==> src/rtl/board_scan_sequencer.sv <==
// Chess-board sensor scan sequencer: drives one row at a time, samples the
// column returns, commits occupancy into an 8x8 map and reports changes.
// Optional per-square debounce is built when SCAN_DEBOUNCE_EN is defined.
module board_scan_sequencer #(
    parameter int unsigned SETTLE_CYCLES  = 40,
    parameter int unsigned DEBOUNCE_SCANS = 3
) (
    input  logic       clock,
    input  logic       reset,
    input  logic       enable,
    input  logic [7:0] col,
    output logic [7:0] row,
    input  logic [2:0] rd_addr,
    output logic [7:0] rd_data,
    output logic       frame_done,
    output logic       chg_valid,
    output logic [5:0] chg_square,
    output logic       chg_occupied,
    input  logic       chg_ack,
    output logic       chg_overflow,
    input  logic       ovf_clear
);

    localparam int unsigned SETTLE_W = 8;

    if (SETTLE_CYCLES < 1 || SETTLE_CYCLES > 255 ||
        DEBOUNCE_SCANS < 1 || DEBOUNCE_SCANS > 3) begin : g_bad_param
        $error("board_scan_sequencer: parameter out of range");
    end

    typedef enum logic [1:0] {
        IDLE   = 2'd0,
        DRIVE  = 2'd1,
        SAMPLE = 2'd2,
        UPDATE = 2'd3
    } state_t;

    state_t              state, state_next;
    logic [2:0]          ridx, ridx_next;
    logic [SETTLE_W-1:0] settle_cnt, settle_next;
    logic [7:0]          row_next;

    logic [7:0] sample;
    logic [7:0] map [8];
    logic [7:0] commit;
    logic [2:0] first_col;
    logic       multi;
    logic       ev;
    logic       ovf_set;

`ifdef SCAN_DEBOUNCE_EN
    logic [1:0] dcnt [8][8];
    logic [7:0] diff;
`endif

    // Sequencer register: state, row index, settle counter and row drive
    always_ff @(posedge clock) begin
        if (reset) begin
            state      <= IDLE;
            ridx       <= 3'd0;
            settle_cnt <= '0;
            row        <= 8'h00;
        end else begin
            state      <= state_next;
            ridx       <= ridx_next;
            settle_cnt <= settle_next;
            row        <= row_next;
        end
    end

    // Next-state logic; dropping enable always returns to IDLE at row 0
    always_comb begin
        state_next  = state;
        ridx_next   = ridx;
        settle_next = settle_cnt;
        case (state)
            IDLE: begin
                if (enable) begin
                    state_next  = DRIVE;
                    ridx_next   = 3'd0;
                    settle_next = '0;
                end
            end
            DRIVE: begin
                if (settle_cnt == SETTLE_W'(SETTLE_CYCLES - 1)) begin
                    state_next  = SAMPLE;
                    settle_next = '0;
                end else begin
                    settle_next = settle_cnt + SETTLE_W'(1);
                end
            end
            SAMPLE: state_next = UPDATE;
            UPDATE: begin
                state_next = DRIVE;
                ridx_next  = ridx + 3'd1;
            end
            default: state_next = IDLE;
        endcase
        if (!enable) begin
            state_next  = IDLE;
            ridx_next   = 3'd0;
            settle_next = '0;
        end
        row_next = (state_next == IDLE) ? 8'h00 : (8'h01 << ridx_next);
    end

`ifdef SCAN_DEBOUNCE_EN
    // Squares commit only after DEBOUNCE_SCANS consecutive differing samples
    always_comb begin
        diff   = sample ^ map[ridx];
        commit = 8'h00;
        for (int c = 0; c < 8; c++) begin
            commit[c] = diff[c] &&
                        ((3'(dcnt[ridx][c]) + 3'd1) == 3'(DEBOUNCE_SCANS));
        end
    end
`else
    // Every differing sample commits immediately
    always_comb begin
        commit = sample ^ map[ridx];
    end
`endif

    // Lowest committed column, multi-commit detect and overflow cause
    always_comb begin
        first_col = 3'd0;
        for (int c = 7; c >= 0; c--) begin
            if (commit[c]) first_col = 3'(c);
        end
        multi   = |(commit & (commit - 8'd1));
        ev      = (state == UPDATE) && (|commit);
        ovf_set = ev && ((chg_valid && !chg_ack) || multi);
    end

    // Sample capture, map commit, frame pulse and change-event registers
    always_ff @(posedge clock) begin
        if (reset) begin
            sample       <= 8'h00;
            frame_done   <= 1'b0;
            chg_valid    <= 1'b0;
            chg_square   <= 6'd0;
            chg_occupied <= 1'b0;
            chg_overflow <= 1'b0;
            for (int r = 0; r < 8; r++) map[r] <= 8'h00;
        end else begin
            frame_done <= (state == UPDATE) && (ridx == 3'd7);
            if (state == SAMPLE) sample <= col;
            if (state == UPDATE) map[ridx] <= map[ridx] ^ commit;
            if (ev) begin
                if (!chg_valid || chg_ack) begin
                    chg_valid    <= 1'b1;
                    chg_square   <= {ridx, first_col};
                    chg_occupied <= sample[first_col];
                end
            end else if (chg_ack) begin
                chg_valid <= 1'b0;
            end
            chg_overflow <= ovf_set | (chg_overflow & ~ovf_clear);
        end
    end

`ifdef SCAN_DEBOUNCE_EN
    // Debounce counters advance on a differing sample, clear otherwise
    always_ff @(posedge clock) begin
        if (reset) begin
            for (int r = 0; r < 8; r++)
                for (int c = 0; c < 8; c++)
                    dcnt[r][c] <= 2'd0;
        end else if (state == UPDATE) begin
            for (int c = 0; c < 8; c++) begin
                if (commit[c] || !diff[c]) dcnt[ridx][c] <= 2'd0;
                else                       dcnt[ridx][c] <= dcnt[ridx][c] + 2'd1;
            end
        end
    end
`endif

    assign rd_data = map[rd_addr];

endmodule
==> config.mk <==
export PLATFORM = sky130hd
export DESIGN_NAME = board_scan_sequencer
export DESIGN_NICKNAME = d
export VERILOG_FILES = /design/src/rtl/board_scan_sequencer.sv
export SDC_FILE = /design/constraint.sdc
export NUM_CORES = 1
export LEC_CHECK = 0
export ABC_AREA = 0
export BUFFER_PORTS_ARGS = -buffer_cell sky130_fd_sc_hd__buf_2
export CORE_ASPECT_RATIO = 0.7
export CORE_UTILIZATION = 40
export DETAILED_ROUTE_END_ITERATION = 7
export GPL_ROUTABILITY_DRIVEN = 0
export HOLD_SLACK_MARGIN = 0.12
export SLEW_MARGIN = 0
export SYNTH_ARGS = -nofsm -noshare
export SYNTH_HDL_FRONTEND = slang
export SYNTH_SLANG_ARGS = --single-unit
==> constraint.sdc <==
create_clock -name clock -period 4.2 [get_ports clock]
set_clock_uncertainty 0.1 [all_clocks]
set_input_delay 0.84 -clock clock [delete_from_list [all_inputs] [get_ports clock]]
set_output_delay 0.84 -clock clock [all_outputs]
set_load 0.02 [all_outputs]
==> results.py <==
metrics = {
    "clocking": {
        "numClockSinks": 103,
        "cts_resized": 0,
        "post-cts-setup-buffer-count": 0,
        "postCtsHoldBufs": 0,
        "root_buffer": "clkbuf_16",
        "cts_buffers": 9,
        "cts_tree": "built",
        "clk_latency_ps": 350,
        "h-tree-depth": 3,
        "clk_pin_slew_ps": 70,
        "clock_path_buffers": 2,
    },
    "yosys": {
        "syn_inst": 466,
        "ys_ff_latch": 103,
        "synth_top_cell_by_area": "edfxtp_1",
        "syn_nets": 489,
        "ys.flop_type": "edfxtp_1",
        "synth_edf_count": 64,
        "yosys_warnings": 0,
        "yosysTopAreaCellShare_pct": 35.3,
        "synthArstFlopShare_pct": 0,
        "synth_area_leaders": "edfxtp_1, dfxtp_1, and2_1, mux2i_1, mux4_2",
        "syn-cell-area_um2": 5440,
        "avgSynthCellArea_um2": 11.7,
        "ys_types": 63,
        "yosysSeqAreaShare_pct": 49.7,
    },
    "sta": {
        "slew_headroom_pct": 45.9,
        "tightest_slew_ps": 810,
        "max_freq_mhz": 297,
        "final-setup-viol-count": 0,
        "fin_crit_sh_pct": 80.0,
        "finalHoldViolCount": 0,
        "fin_crit_ps": 3360,
        "grt_setup_unrepaired": "false",
        "setup_tns_ps": 0,
        "slew_violations": 0,
        "holdWs_ps": 383,
    },
    "critical_path": {
        "cp.required_ps": 4340,
        "cp_cell_sequence": "nor2b_2, a22oi_1, nand2_1, xor2_1, and4_1, or3b_1, o311a_1",
        "cp.arrival_ps": 3510,
        "path_class": "reg -> reg",
        "crit_fanout": 19,
        "worstSetupStartpointType": "flip-flop",
        "cp_num_buf_inv": 0,
        "endpoint_kind": "flip-flop",
        "max_stage_delay_ps": 850,
        "critPathSlowestCell": "dfxtp_1",
        "cpLargestDelayFamily": "simple AND/OR/NAND/NOR gates",
    },
    "floorplanning": {
        "ioPinCount": 42,
        "dieArea_um2": 14100,
        "core_region_area_um2": 13200,
        "start_util_pct": 41.1,
        "die_y_um": 99.6,
        "rows": 35,
        "die_w_um": 141,
    },
    "placement": {
        "hpwlAfterDp_um": 9340,
        "port_buffers": 41,
        "dpl_cell_area_um2": 5790,
    },
    "route": {
        "routed_wl_um": 12600,
        "first_pass_iters": 5,
        "drt-initial-drc-count": 259,
        "vias": 3664,
        "ant_nets": 0,
        "wl_per_cell_um": 18.2,
        "remaining_drc_errors": 0,
        "vias_per_cell": 5.30,
    },
    "status": {
        "status": "finished clean",
    },
    "finish": {
        "layout_commonest_cell": "and2_1",
        "final_cell_mix": "and2_1, edfxtp_1, buf_2",
        "n_antenna_cell": 0,
        "drive_gt1_share_pct": 23.3,
        "multi_input_area_um2": 2550,
        "design_area_um2": 6070,
        "seqCellArea_um2": 2700,
        "nFillCells": 1260,
        "area_growth_syn_to_layout_pct": 11.6,
        "nNetsFinal": 524,
    },
    "global_route": {
        "grt_use_total_pct": 19.2,
        "grt_start_max_net_pins": 23,
        "grt_overflow": 0,
        "grt_first_pass_wirelength_um": 20200,
        "first_global_vias": 3641,
        "antenna_found_initial": 0,
    },
    "power_and_ir_drop": {
        "vdd_drop_max_mv": 0.237,
        "total_leakage_power_nw": 2.20,
        "p_per_area_nw_per_um2": 342,
    },
    "run": {
        "cap_violations": 0,
    },
    "min_path": {
        "min_path_type": "reg -> reg",
    },
}
tightest hold or removal path, cell delays in order (launching register included):
cell	delay, ps
dfxtp_1	320
nand2b_1	60
a21oi_1	60
power breakdown:
| part | internal (mW) | switching (mW) | total, mW | leakage, nW |
|---|---|---|---|---|
| logic | 0.0711 | 0.0911 | 0.162 | 1.09 |
| clock network | 0.409 | 0.382 | 0.792 | 0.141 |
| registers | 1.10 | 0.0224 | 1.12 | 0.968 |
| total | 1.58 | 0.496 | 2.07 | 2.20 |
registers in the layout, indices dropped and copies added (netlist names):
signal and cells:
map 64, chg_square 6, row 8, chg_occupied 1, settle_cnt 8, chg_valid 1
chg_overflow 1, ridx 3, state 2, frame_done 1, sample 8
Yosys cell counts, types with 5 or more instances:
library cell,instances
mux2i_1,39
or2_2,7
a22oi_1,11
nand2b_1,7
nand3_1,6
mux2_2,11
ha_1,7
inv_1,5
mux4_2,17
edfxtp_1,64
o21ai_0,17
nor2_1,36
buf_6,5
a21oi_1,12
nand2_1,28
clkbuf_1,15
dfxtp_1,39
and2_1,69
final cells by class:
| type | instances | area share [%] |
|---|---|---|
| clock buffer | 9 | 3.71 |
| clock inverter | 7 | 0.887 |
| inverter | 5 | 0.309 |
| multi-input combinational | 331 | 42.1 |
| sequential | 103 | 44.6 |
| tap | 185 | 3.81 |
| timing repair buffer | 51 | 4.62 |
metal layers:
layer / global-route usage [%] / up-vias / part of all wire (%)
met5: 0 / - / 0
met4: 4.26 / 0 / 0.70
met3: 3.42 / 9 / 4.2
met2: 30.2 / 100 / 44
met1: 27.7 / 1787 / 51
li1: - / 1768 / -
metrics by stage:
| stage | setup WS [ps] | total power, mW | utilization [%] | cells |
|---|---|---|---|---|
| final | 838 | 2.07 | 45.9 | 691 |
| after global routing | 625 | 2.15 | 45.9 | 691 |
| after CTS | 881 | 2.10 | 45.9 | 691 |
| after detailed placement | 905 | 1.30 | 43.8 | 675 |
| after global placement | 951 | 1.30 | 43.8 | 675 |
| after floorplan | 618 | 1.25 | - | 466 |
final timing paths:
kind	from	endpoint	slack, ps	cells after the start
setup / recovery	ridx[1]	chg_occupied	840	7
hold / removal	chg_square[2]	chg_square[2]	380	2
setup reg to reg	ridx[1]	chg_occupied	840	7
hold reg to reg	chg_square[2]	chg_square[2]	380	2
kinds of logic after synthesis:
group | count (synthesis) | synth area share (%)
mux | 68 | 16.8
buf+inv | 32 | 3.31
fa+ha+maj | 7 | 1.61
simple gates | 182 | 18.6
compound gates | 65 | 8.03
flops | 103 | 49.7
xor+xnor | 9 | 2.00
Power figures use the tool's default switching activity.
